File: config.mk
export PLATFORM = sky130hd
export DESIGN_NAME = move_issuer
export DESIGN_NICKNAME = d
export VERILOG_FILES = /design/src/rtl/move_issuer.sv
export SDC_FILE = /design/constraint.sdc
export NUM_CORES = 1
export LEC_CHECK = 0
export CORE_MARGIN = 2
export CORE_UTILIZATION = 45
export DETAILED_ROUTE_END_ITERATION = 16
export DONT_BUFFER_PORTS = 1
export PLACE_DENSITY = 0.65
export SYNTH_ARGS = -nofsm -noshare
export SYNTH_HDL_FRONTEND = slang
export SYNTH_SLANG_ARGS = --single-unit
File: constraint.sdc
create_clock -name clk -period 6 [get_ports clk]
set_clock_uncertainty 0.05 [all_clocks]
set_input_delay 1.2 -clock clk [delete_from_list [all_inputs] [get_ports clk]]
set_output_delay 1.2 -clock clk [all_outputs]
set_load 0.02 [all_outputs]
File: src/rtl/move_issuer.sv
// Keypad-to-move producer for the board recorder: validates presses, alternates O/X,
// forfeits idle turns and keeps per-player move histories for the vanishing-mark display.
module move_issuer #(
    parameter int TIMEOUT_CYCLES = 1000,
    parameter int HIST_DEPTH     = 3
) (
    input  logic        clk,
    input  logic        rst,
    input  logic        game_state,
    input  logic        key_valid,
    input  logic [3:0]  key_pos,
    input  logic [17:0] board,
    output logic [1:0]  mark,
    output logic [3:0]  position,
    output logic [1:0]  turn,
    output logic        oldest_valid,
    output logic [3:0]  oldest_pos,
    output logic        reject,
    output logic        timeout
);

    localparam int CNT_W  = $clog2(TIMEOUT_CYCLES);
    localparam int PTR_W  = (HIST_DEPTH > 1) ? $clog2(HIST_DEPTH) : 1;
    localparam int FILL_W = $clog2(HIST_DEPTH + 1);

    localparam logic [CNT_W-1:0]  CNT_MAX  = CNT_W'(TIMEOUT_CYCLES - 1);
    localparam logic [PTR_W-1:0]  PTR_LAST = PTR_W'(HIST_DEPTH - 1);
    localparam logic [FILL_W-1:0] FILL_MAX = FILL_W'(HIST_DEPTH);

    typedef enum logic [1:0] {
        S_IDLE,
        S_WAIT_KEY,
        S_COMMIT
    } state_t;

    state_t                                state_q, state_d;
    logic [CNT_W-1:0]                      cnt_q, cnt_d;
    logic [1:0]                            mark_q, mark_d;
    logic [3:0]                            position_q, position_d;
    logic [1:0]                            turn_q, turn_d;
    logic                                  reject_q, reject_d;
    logic                                  timeout_q, timeout_d;

    // Index 0 holds O's history, index 1 holds X's.
    logic [1:0][HIST_DEPTH-1:0][3:0]       hist_q, hist_d;
    logic [1:0][PTR_W-1:0]                 head_q, head_d;
    logic [1:0][PTR_W-1:0]                 tail_q, tail_d;
    logic [1:0][FILL_W-1:0]                fill_q, fill_d;

    logic                                  mover;
    logic                                  cell_free;
    logic                                  key_ok;

    function automatic logic [PTR_W-1:0] ptr_inc(input logic [PTR_W-1:0] p);
        return (p == PTR_LAST) ? '0 : p + PTR_W'(1);
    endfunction

    // turn = 01 selects O (index 0), 10 selects X (index 1).
    assign mover = turn_q[1];

    always_comb begin
        // NOTE: every output of a combinational block gets a default first, so no path leaves it unassigned and infers a latch.
        cell_free = 1'b0;
        for (int i = 0; i < 9; i++) begin
            if (key_pos == 4'(i)) cell_free = (board[2*i +: 2] == 2'b00);
        end
    end

    assign key_ok = key_valid && cell_free;

    always_comb begin
        state_d    = state_q;
        cnt_d      = cnt_q;
        mark_d     = 2'b00;
        position_d = position_q;
        turn_d     = turn_q;
        reject_d   = 1'b0;
        timeout_d  = 1'b0;
        hist_d     = hist_q;
        head_d     = head_q;
        tail_d     = tail_q;
        fill_d     = fill_q;

        if (!game_state) begin
            state_d = S_IDLE;
            turn_d  = 2'b00;
            cnt_d   = '0;
            head_d  = '0;
            tail_d  = '0;
            fill_d  = '0;
        end else begin
            unique case (state_q)
                S_IDLE: begin
                    state_d = S_WAIT_KEY;
                    turn_d  = 2'b01;
                    cnt_d   = '0;
                    head_d  = '0;
                    tail_d  = '0;
                    fill_d  = '0;
                end
                S_WAIT_KEY: begin
                    if (key_ok) begin
                        mark_d     = turn_q;
                        position_d = key_pos;
                        state_d    = S_COMMIT;
                    end else begin
                        // A rejected key neither restarts the idle count nor masks an expiry.
                        reject_d = key_valid;
                        if (cnt_q == CNT_MAX) begin
                            timeout_d = 1'b1;
                            turn_d    = {turn_q[0], turn_q[1]};
                            cnt_d     = '0;
                        end else begin
                            cnt_d = cnt_q + CNT_W'(1);
                        end
                    end
                end
                S_COMMIT: begin
                    hist_d[mover][tail_q[mover]] = position_q;
                    tail_d[mover] = ptr_inc(tail_q[mover]);
                    if (fill_q[mover] == FILL_MAX) begin
                        head_d[mover] = ptr_inc(head_q[mover]);
                    end else begin
                        fill_d[mover] = fill_q[mover] + FILL_W'(1);
                    end
                    turn_d  = {turn_q[0], turn_q[1]};
                    cnt_d   = '0;
                    state_d = S_WAIT_KEY;
                end
                default: state_d = S_IDLE;
            endcase
        end
    end

    always_ff @(posedge clk or negedge rst) begin
        // NOTE: sequential state uses non-blocking assignments so every flop samples pre-edge values.
        if (!rst) begin
            state_q    <= S_IDLE;
            cnt_q      <= '0;
            mark_q     <= 2'b00;
            position_q <= 4'd0;
            turn_q     <= 2'b00;
            reject_q   <= 1'b0;
            timeout_q  <= 1'b0;
            head_q     <= '0;
            tail_q     <= '0;
            fill_q     <= '0;
        end else begin
            state_q    <= state_d;
            cnt_q      <= cnt_d;
            mark_q     <= mark_d;
            position_q <= position_d;
            turn_q     <= turn_d;
            reject_q   <= reject_d;
            timeout_q  <= timeout_d;
            head_q     <= head_d;
            tail_q     <= tail_d;
            fill_q     <= fill_d;
        end
    end

    // NOTE: history storage is not reset; the fill counts are, and oldest_pos is gated by them.
    always_ff @(posedge clk) begin
        hist_q <= hist_d;
    end

    assign oldest_valid = (turn_q != 2'b00) && (fill_q[mover] == FILL_MAX);
    assign oldest_pos   = oldest_valid ? hist_q[mover][head_q[mover]] : 4'd0;

    assign mark     = mark_q;
    assign position = position_q;
    assign turn     = turn_q;
    assign reject   = reject_q;
    assign timeout  = timeout_q;

endmodule

; After elaboration in Yosys (flattened, before gate mapping)
; Index checks and enable logic that the tools add are counted.
; Widths: inputs -> output; s select.
[totals]
register_bits = 58
output_inout_bits = 15
in_bits = 26
[op_classes]
addsub = 4
eq_ne = 22
n_reduce_logical = 23
n_mux = 61
n_lt_le_gt_ge = 5
[ops]
columns = operator, n
row1 = $mux 12, 3
row2 = $mux 2, 17
row3 = $mux 4, 8
row4 = $mux 10, 3
row5 = $bwmux 24, 1
row6 = $pmux 4 s2, 3
row7 = $logic_not 2->1, 10
row8 = $pmux 10 s2, 1
row9 = $eq 4x3->1 const B, 4
row10 = $mux 1, 16
row11 = $ne 3x3->1 const B, 5
row12 = $bwmux 4, 3
row13 = $demux 12 s1, 1
row14 = $add 10x1->10 const B, 1
row15 = $eq 10x10->1 const B, 1
row16 = $bmux 4 s2, 1
row17 = $demux 4 s2, 1
row18 = $eq 2x2->1 const B, 4
row19 = $eq 4x2->1 const B, 2
row20 = $reduce_and 2->1, 4
row21 = $add 2x1->2 const B, 3
row22 = $lt 2x3->1 const B, 2
row23 = $pmux 2 s3, 1
row24 = $reduce_and 3->1, 2
row25 = other kinds (15), 18

; Logic depth before layout (Yosys ltp)
[depth]
word_depth = 14
mapped_depth = 9
depth_no_buf = 7

; Worst setup path before layout
; Ideal clock, no wire load.
[synth_timing]
kind = reg-to-output
startpoint = register turn_q[1] (netlist: turn[1])
endpoint = output port oldest_pos[2]
path_slack_ps = 2512
stages_incl_launch_ff = 8
arrival_time_ps = 2238
required_ps = 4750
path_cell_list = dfrtp_1 -> clkbuf_1 -> clkbuf_1 -> mux2_2 -> ha_1 -> o21a_1 -> nand2_1 -> a31oi_1
[synth_between]
elab_chain_len = 5
elab_cells_between_ends = 12
classes_between = 1 x eq/ne / 9 x mux / 2 x reduce/logical
[synth_rtl]
columns = item, line
row1 = from (decl), 40  ; logic [1:0] turn_q, turn_d;
row2 = from (signal assigned), 153  ; turn_q <= turn_d;
row3 = $mux 2 (not written as such) (2 in series), 167  ; assign oldest_valid = (turn_q != 2'b00) && (fill_q[mover] == FILL_MAX);
row4 = $eq 2x2->1, 167
row5 = $logic_and 1x1->1 *, 167
row6 = net oldest_valid, 16  ; output logic oldest_valid,
row7 = $mux 4 *, 168  ; assign oldest_pos = oldest_valid ? hist_q[mover][head_q[mover]] : 4'd0;
row8 = to (decl), 17  ; output logic [3:0] oldest_pos,
; Mark *: on every way through the listed nets, which the timed path passes. The rest lies on a longest branch. The select of a mux whose other input is x is not followed.

; Final worst setup path
[layout_timing]
startpoint = register turn_q[1] (netlist: turn[1])
endpoint = output port oldest_pos[1]
[layout_between]
elab_chain_len = 5
elab_cells_between_ends = 12
classes_between = 1 x eq/ne / 9 x mux / 2 x reduce/logical
[layout_rtl]
columns = item, line
row1 = "$mux 12 (not written as such), or another cell as far along (2 in series)", 168
row2 = $bmux 4 s2 / $eq 2x2->1 (equally long branches), "168, 167"
row3 = $mux 4 (not written as such) / $logic_and 1x1->1 (equally long branches), "168, 167"
row4 = $mux 4 *, 168
; Mark *: on every way between the ends. The rest lies on a longest branch, timed or not. The select of a mux whose other input is x is not followed.

==> results.json <==
{
  "synth_compound_area_frac": 0.191,
  "cp-start-kind": "flip-flop",
  "io_buffer_count": 0,
  "row_count": 28,
  "synth_top_family_by_area": "compound AO/OA/AOI/OAI gates",
  "status": "complete, no violations",
  "cts_hold_buf": 0,
  "yosysTopAreaCellShare": 0.309,
  "tns_ps": 0,
  "ys_ff_latch": 58,
  "pin_count": 41,
  "die_w_um": 82.2,
  "dpl.hpwl_um": 3720,
  "route.detailed.drc": 0,
  "drt-pass1-iter-count": 4,
  "postCtsSetupBuffers": 0,
  "cts_resized": 0,
  "cp_slowest_cell": "o32ai_1",
  "drt_iter0_drc": 134,
  "overflow": 0,
  "max_freq_mhz": 243,
  "maxCapViolCount": 0,
  "cp.arrival_ps": 2870,
  "diodes": 0,
  "clock_tree.buffer_depth": 2,
  "post-route-util": 0.508,
  "syn_nets": 284,
  "synth_flop_cell": "dfrtp_1",
  "syn2layout_area_growth_pct": 9.17,
  "rsz0062_at_grt": "no",
  "hold_viol": 0,
  "track_usage": 0.174,
  "met1_usage": 0.246,
  "postSynthCellCount": 253,
  "synth_edf_count": 24,
  "synthXorXnorAreaFrac": 0,
  "place_congestion": 0.813,
  "initial_core_util": 0.465,
  "worstMarginPinSlew_ps": 1280,
  "yosysMostFrequentCell": "dfrtp_1",
  "async_reset_ff_frac": 0.586,
  "root_buffer": "clkbuf_8",
  "finalMaxSlewViolations": 0,
  "die-area_um2": 6760,
  "post_drt_wl_per_cell_um": 16.0,
  "yosys-mux-area-fraction": 0.0404,
  "synth_fa_ha_area_frac": 0.0227,
  "peakVddDrop_mv": 0.175,
  "met2_usage": 0.247,
  "grt_pass1_wl_um": 8830,
  "yosys.area.top_type": "dfrtp_1",
  "hp-class": "flip-flop to flip-flop",
  "grt_pass1_vias": 1783,
  "clock_latency_ps": 320,
  "place_area_um2": 2810,
  "multiInputGateArea_um2": 1100,
  "cts.clk_slew.worst_paths_ps": 70,
  "netlist_area_um2": 2760,
  "critical_path_class": "flip-flop to output pin",
  "pre_cts_ws_ps": 2250,
  "synth-seq-area-share": 0.570,
  "top_usage_layer": "met2",
  "cts_tree": "done",
  "grt_max_degree": 35,
  "die_h_um": 82.2,
  "cts_sinks": 58,
  "period_minus_slack_ps": 4120,
  "crit_path_max_fanout": 31,
  "synth.distinct_cells": 46,
  "drive_above_1_share": 0.105,
  "power_density_nw_per_um2": 300,
  "setup_slack_ps": 1880,
  "p_leak_nw": 1.20,
  "avgSynthCellArea_um2": 10.9,
  "setup_viol": 0,
  "fin_nets": 284,
  "core-area_um2": 5920,
  "critPathMaxStageDelay_ps": 980,
  "yosysWarnings": 0,
  "htree_levels": 3,
  "grt_util_met3": 0.0489,
  "synth_commonest_cells": "dfrtp_1, nand2_1, edfxtp_1, o21ai_0, nor2_1",
  "vias": 1934,
  "via_per_inst": 5.81,
  "netlist_top_cells_area": "dfrtp_1, edfxtp_1, o21ai_0",
  "crit_chain": "o32ai_1 -> a22oi_1 -> nand3_1 -> nand2_1 -> a21oi_1",
  "ant_nets": 0,
  "slew_headroom": 0.135,
  "timing.final.crit_share": 0.686,
  "synthSimpleGateAreaFrac": 0.146,
  "cts_made_buffers": 9,
  "final_area_um2": 3010,
  "routed_wl_um": 5320,
  "crit_path_end_kind": "output pin",
  "regArea_um2": 1570,
  "fillers": 518,
  "antenna_found_initial": 0,
  "cp.required_ps": 4750
}
==> cells by family (layout without fill, tap and decap cells) <==
logic type,count (synthesis),count (layout)
AO/OA/AOI/OAI,78,78
AND/OR/NAND/NOR,82,82
flip-flops,58,58
adder cells (fa/ha/maj),5,5
buffers and inverters,21,26
multiplexers,9,9
==> worst max-delay path: cells and delay by family, from the launching register on <==
kind | cells | cell delay (ps)
compound gates | 3 | 1530
flops | 1 | 780
simple gates | 2 | 210
==> path summary, 6_finish.rpt <==
check | from | end | slack [ps] | cells after the start
max in group asynchronous | rst | reject | 5300 | 0
setup / recovery | turn[1] | oldest_pos[1] | 1880 | 5
hold reg to reg | cnt_q[9] | cnt_q[9] | 430 | 1
setup reg to reg | turn[1] | head_q[0] | 3480 | 5
min in group asynchronous | rst | head_q[1] | 510 | 0
hold / removal | cnt_q[9] | cnt_q[9] | 430 | 1
==> stage by stage <==
stage	instances	hold WS [ps]	power [mW]
after detailed placement	317	421	0.555
after global placement	317	422	0.553
final	333	434	0.903
after global routing	333	452	0.948
after floorplan	253	394	0.535
after CTS	333	432	0.913
==> final cells by class <==
| class | count | share of cell area |
|---|---|---|
| Sequential cell | 58 | 0.522 |
| Multi-Input combinational cell | 174 | 0.366 |
| Clock buffer | 9 | 0.0412 |
| Tap cell | 75 | 0.0312 |
| Clock inverter | 7 | 0.0262 |
| Inverter | 10 | 0.0125 |
==> routing by layer <==
metal  vias to the layer above  wire, µm
met2                        46      2380
met4                         0        94
met3                        10       278
met5                         -         0
li1                        959         -
met1                       919      2570
==> placed cells by master, fill, tap and decap left out, types with 2 or more instances in the layout <==
cell type / count
a21o_1: 5
a21oi_1: 15
a22o_1: 3
a22oi_1: 8
and2_1: 2
clkbuf_8: 9
clkinv_4: 2
clkinvlp_4: 3
dfrtp_1: 34
edfxtp_1: 24
ha_1: 5
inv_1: 10
mux2_2: 7
nand2_1: 27
nand2b_1: 2
nand3_1: 9
nand4_1: 4
nor2_1: 16
nor2b_1: 2
nor3_1: 7
nor3b_1: 3
nor4_1: 3
nor4b_1: 2
o21ai_0: 22
o31ai_1: 6
o32ai_1: 2
o41ai_1: 4
==> state kept, by name, indices dropped and copies added, names as in the netlist <==
register	count
tail_q	4
hist_q	24
turn	2
fill_q	4
mark	2
timeout	1
position	4
head_q	4
reject	1
cnt_q	10
state_q	2
==> power breakdown <==
group | switching [mW] | internal [mW]
clock | 0.164 | 0.194
sequential | 0.0452 | 0.442
combinational | 0.0349 | 0.0231
Note: power is estimated with default switching activity, not from simulation.
